### src/rtl/ysyx_23060111_ifu_axil_if.sv
// Simplified AXI-lite read channel (AR/R) between the fetch unit and instruction memory.
interface ysyx_23060111_ifu_axil_if;
  logic [31:0] araddr;
  logic        arvalid;
  logic        arready;
  logic [31:0] rdata;
  logic [1:0]  rresp;
  logic        rvalid;
  logic        rready;

  modport master (
    output araddr, arvalid, rready,
    input  arready, rdata, rresp, rvalid
  );

  modport slave (
    input  araddr, arvalid, rready,
    output arready, rdata, rresp, rvalid
  );
endinterface

### src/rtl/ysyx_23060111_ifu_axil.sv
// Multi-cycle, non-overlapped instruction fetch unit: one AXI-lite read per instruction,
// hands the word to decode, then waits for execute to return the next PC.
module ysyx_23060111_ifu_axil #(
  parameter logic [31:0] RESET_PC = 32'h8000_0000
) (
  input  logic                             clk,
  input  logic                             rst,
  ysyx_23060111_ifu_axil_if.master         bus,
  output logic                             out_valid,
  input  logic                             out_ready,
  output logic [31:0]                      out_inst,
  output logic [31:0]                      out_pc,
  input  logic                             npc_valid,
  input  logic [31:0]                      npc,
  output logic                             fault,
  output logic [31:0]                      fetch_cnt
);

  typedef enum logic [2:0] {
    IDLE = 3'd0,
    AR   = 3'd1,
    R    = 3'd2,
    OUT  = 3'd3,
    WAIT = 3'd4,
    HALT = 3'd5
  } state_t;

  state_t      state;
  logic [31:0] pc;
  logic [31:0] inst;
  logic [31:0] cnt_q;

  always_ff @(posedge clk) begin
    if (!rst) begin
      state <= IDLE;
      pc    <= RESET_PC;
      inst  <= '0;
      cnt_q <= '0;
    end else begin
      unique case (state)
        IDLE: state <= AR;
        AR:   if (bus.arready) state <= R;
        R: begin
          // The word is captured even on an error response so it can be inspected after the halt.
          if (bus.rvalid) begin
            inst  <= bus.rdata;
            state <= (bus.rresp == 2'b00) ? OUT : HALT;
          end
        end
        OUT: begin
          if (out_ready) begin
            cnt_q <= cnt_q + 32'd1;
            state <= WAIT;
          end
        end
        WAIT: begin
          if (npc_valid) begin
            if (npc[1:0] == 2'b00) begin
              pc    <= npc;
              state <= AR;
            end else begin
              state <= HALT;
            end
          end
        end
        HALT:    state <= HALT;
        default: state <= HALT;
      endcase
    end
  end

  // Handshake outputs decode the state register only, so no input reaches them combinationally.
  assign bus.arvalid = (state == AR);
  assign bus.rready  = (state == R);
  assign out_valid   = (state == OUT);
  assign fault       = (state == HALT);

  assign bus.araddr  = pc;
  assign out_pc      = pc;
  assign out_inst    = inst;
  assign fetch_cnt   = cnt_q;

endmodule

### src/flat_wrapper.sv
// flat-port wrapper written by rule: the top's interface ports become plain ports
module ysyx_23060111_ifu_axil_flat 
#(
  parameter logic [31:0] RESET_PC = 32'h8000_0000
)
  (clk, rst, out_valid, out_ready, out_inst, out_pc, npc_valid, npc, fault, fetch_cnt, bus_araddr, bus_arvalid, bus_rready, bus_arready, bus_rdata, bus_rresp, bus_rvalid);
  ysyx_23060111_ifu_axil_if bus_i ();
  input  logic clk;
  input  logic rst;
  output logic out_valid;
  input  logic out_ready;
  output logic [31:0] out_inst;
  output logic [31:0] out_pc;
  input  logic npc_valid;
  input  logic [31:0] npc;
  output logic fault;
  output logic [31:0] fetch_cnt;
  output wire logic [$bits(bus_i.araddr)-1:0] bus_araddr;
  output wire logic [$bits(bus_i.arvalid)-1:0] bus_arvalid;
  output wire logic [$bits(bus_i.rready)-1:0] bus_rready;
  input wire logic [$bits(bus_i.arready)-1:0] bus_arready;
  input wire logic [$bits(bus_i.rdata)-1:0] bus_rdata;
  input wire logic [$bits(bus_i.rresp)-1:0] bus_rresp;
  input wire logic [$bits(bus_i.rvalid)-1:0] bus_rvalid;
  assign bus_araddr = bus_i.araddr;
  assign bus_arvalid = bus_i.arvalid;
  assign bus_rready = bus_i.rready;
  assign bus_i.arready = bus_arready;
  assign bus_i.rdata = bus_rdata;
  assign bus_i.rresp = bus_rresp;
  assign bus_i.rvalid = bus_rvalid;
  ysyx_23060111_ifu_axil #(.RESET_PC(RESET_PC)) u_core (.clk(clk), .rst(rst), .bus(bus_i), .out_valid(out_valid), .out_ready(out_ready), .out_inst(out_inst), .out_pc(out_pc), .npc_valid(npc_valid), .npc(npc), .fault(fault), .fetch_cnt(fetch_cnt));
endmodule
### config.mk
export PLATFORM = sky130hd
export DESIGN_NAME = ysyx_23060111_ifu_axil_flat
export DESIGN_NICKNAME = d
export VERILOG_FILES = /design/src/rtl/ysyx_23060111_ifu_axil_if.sv /design/src/rtl/ysyx_23060111_ifu_axil.sv /design/src/flat_wrapper.sv
export SDC_FILE = /design/constraint.sdc
export NUM_CORES = 1
export LEC_CHECK = 0
export CAP_MARGIN = 20
export CORE_MARGIN = 2
export CORE_UTILIZATION = 25
export CTS_CLUSTER_DIAMETER = 150
export DETAILED_ROUTE_END_ITERATION = 16
export GPL_TIMING_DRIVEN = 0
export PLACE_DENSITY = 0.62
export SETUP_SLACK_MARGIN = 0.02
export SYNTH_ARGS = -nofsm -noshare
export SYNTH_HDL_FRONTEND = slang
export SYNTH_SLANG_ARGS = --single-unit
### constraint.sdc
create_clock -name clk -period 2.6 [get_ports clk]
set_input_delay 0.52 -clock clk [delete_from_list [all_inputs] [get_ports clk]]
set_output_delay 0.52 -clock clk [all_outputs]
set_load 0.02 [all_outputs]
==> flow_summary.yaml <==
sta:
  finalHoldViolCount: 0
  drv_slew: 0
  period_needed_ns: 2.42
  worst_slack_ns: 0.184
  slew_headroom_pct: 57.4
  setup_viol: 0
  setup_tns_ns: 0
  skew_ns: 0.00873
  fmax_mhz: 414
  fin_hold_ws_ns: 0.453
  fin_crit_sh_pct: 92.9
  tightest_slew_ns: 0.640
  rsz0062_at_grt: "false"
floorplan:
  core_area_um2: 16500
  top_level_ports: 204
  die_area_um2: 18000
  rows: 47
  start_util_pct: 25.6
  die_x_um: 134
  die_y_um: 134
clock_tree:
  cts_buffers: 9
  root_buffer: "clkbuf_16"
  clkSinkCount: 99
  holdBufCountCts: 0
  cts_tree: "done"
  clk_latency_ns: 0.34
  post_cts_buffers: 0
  cts_buffer_depth: 2
  cts_htree_levels: 3
  path_clk_slew_ns: 0.06
cells_and_area:
  final_util_pct: 41.5
  diodes: 0
  drive_above_1_share_pct: 8.25
  fin_cells: 959
  syn_to_final_growth_pct: 62.2
  layout.nets: 807
  design_area_um2: 6850
routing:
  wl_per_cell_um: 13.5
  vias: 4274
  via_per_inst: 4.46
  drtIter0Drc: 117
  dr.pass1.iters: 4
  post-route-drc-count: 0
  drt-total-wl_um: 13000
  ant_nets: 0
placement:
  pre_cts_slack_ns: -0.00771
  post-dp-hpwl_um: 9810
  dp_cells: 943
  gp_congestion: 0.776
  placed_cell_area_um2: 6530
  port_buffers: 203
critical_path:
  cp_max_fo: 10
  r2r_setup_slack_ns: 0.58
  required_ns: 2.08
  cp-end-kind: "primary output"
  critPathArrivalTime_ns: 1.90
  path_class: "flop to primary output"
  start_kind: "flop"
synth:
  synth.distinct_cells: 37
  syn_inst: 520
  synth_common_cells: "nand2_1, dfxtp_1, a21oi_1"
  synth.avg_cell_area_um2: 8.13
  yosysMostFrequentCell: "nand2_1"
  yosysWarnings: 0
  ys_seq_area_share_pct: 46.9
  synthAdderAreaFrac_pct: 0.296
  synth_mux_area_share_pct: 0.977
  synth_top_area_share_pct: 46.9
  synth_xor_area_share_pct: 2.07
  synthFlopType: "dfxtp_1"
  synth_top_cell_by_area: "dfxtp_1"
  synth_top_family_by_area: "simple AND/OR/NAND/NOR gates"
  syn_nets: 593
  synth_compound_area_share_pct: 14.0
  synth_edf_count: 0
  ys_seq_elements: 99
  synth.area.top_cells: "dfxtp_1, nand2_1, a21oi_1"
  syn-cell-area_um2: 4230
  synth-simple-area-share_pct: 26.2
  synthArstFlopShare_pct: 0
run:
  cap_violations: 0
power_and_ir_drop:
  peakVddDrop_uv: 284
  p_total_mw: 3.23
  powerDensity_nw_per_um2: 472
  power_leakage_nw: 2.35
worst_hold_path:
  hp-class: "flop to flop"
global_routing:
  grt_usage_pct: 14.2
  grt_pass1_vias: 3893
  grt_max_degree: 15
  grt_pass1_wl_um: 20300
  antenna_found_initial: 0
  grt_overflow_total: 0
run_status:
  status: "finished clean"
## layout make-up
class / count / area [µm²]
well taps: 220 / 275
inverters: 5 / 18.8
fillers: 1676 / 9670
multi-input cells: 351 / 1850
plain buffers: 65 / 387
clock buffers: 15 / 278
repair buffers: 203 / 2040
clock inverters: 1 / 30.0
flip-flops and latches: 99 / 1980
## layout by cell type, fill, tap and decap left out, types with 3 or more instances in the layout
| master | count |
|---|---|
| a21oi_1 | 82 |
| inv_1 | 5 |
| o31ai_1 | 17 |
| and3_1 | 5 |
| nor3_1 | 5 |
| nor2_1 | 11 |
| nand3_1 | 12 |
| and2_1 | 5 |
| nor4_1 | 4 |
| xor2_1 | 5 |
| clkbuf_1 | 25 |
| and4_1 | 6 |
| dfxtp_1 | 99 |
| o21ai_0 | 6 |
| clkdlybuf4s50_1 | 201 |
| buf_2 | 5 |
| clkbuf_16 | 9 |
| or3_1 | 3 |
| nand4_1 | 9 |
| clkbuf_8 | 3 |
| or4_1 | 17 |
| xnor2_1 | 5 |
| nand2_1 | 138 |
| mux2i_1 | 3 |
| buf_4 | 34 |
## critical path, cell delays in order (launching register included)
cell and delay (ns):
dfxtp_1 0.32, clkbuf_1 0.22, nor2b_2 0.23, and2_1 0.15
clkdlybuf4s50_1 0.63
## state kept, by name, summed over array words and instances (netlist names)
signal             cells
u_core.bus.araddr     32
u_core.state           3
u_core.fetch_cnt      32
u_core.out_inst       32
## timing repair
item	4_1_cts	5_1_grt
resized for setup	1	4
endpoints found under the setup margin	2	4
pin swaps	0	0
## power breakdown
group          internal, mW  leakage (nW)  total, mW  switching [mW]
Combinational         0.162          1.40      0.294           0.132
Clock                 0.828         0.150       1.40           0.569
Sequential             1.53         0.798       1.54          0.0101
## path summary, 6_finish.rpt
check / cells after the start / to / from
min: 2 / u_core.out_inst[22] / u_core.out_inst[22]
max: 4 / fault / u_core.state[1]
min reg2reg: 2 / u_core.out_inst[22] / u_core.out_inst[22]
max reg2reg: 5 / u_core.fetch_cnt[26] / u_core.fetch_cnt[0]
## per-layer routing
layer	vias up	wire length, µm	global-route usage [%]
met2	135	6000	22.5
met1	1941	5640	17.7
met3	18	1080	5.06
li1	2180	-	-
met4	0	267	5.61
met5	-	0	0
## cell families after synthesis
kind of cell / Yosys count
AO/OA/AOI/OAI: 108
XOR/XNOR: 10
adder cells (fa/ha/maj): 1
buffers and inverters: 70
flip-flops: 99
multiplexers: 4
AND/OR/NAND/NOR: 228
Power figures use the tool's default switching activity.
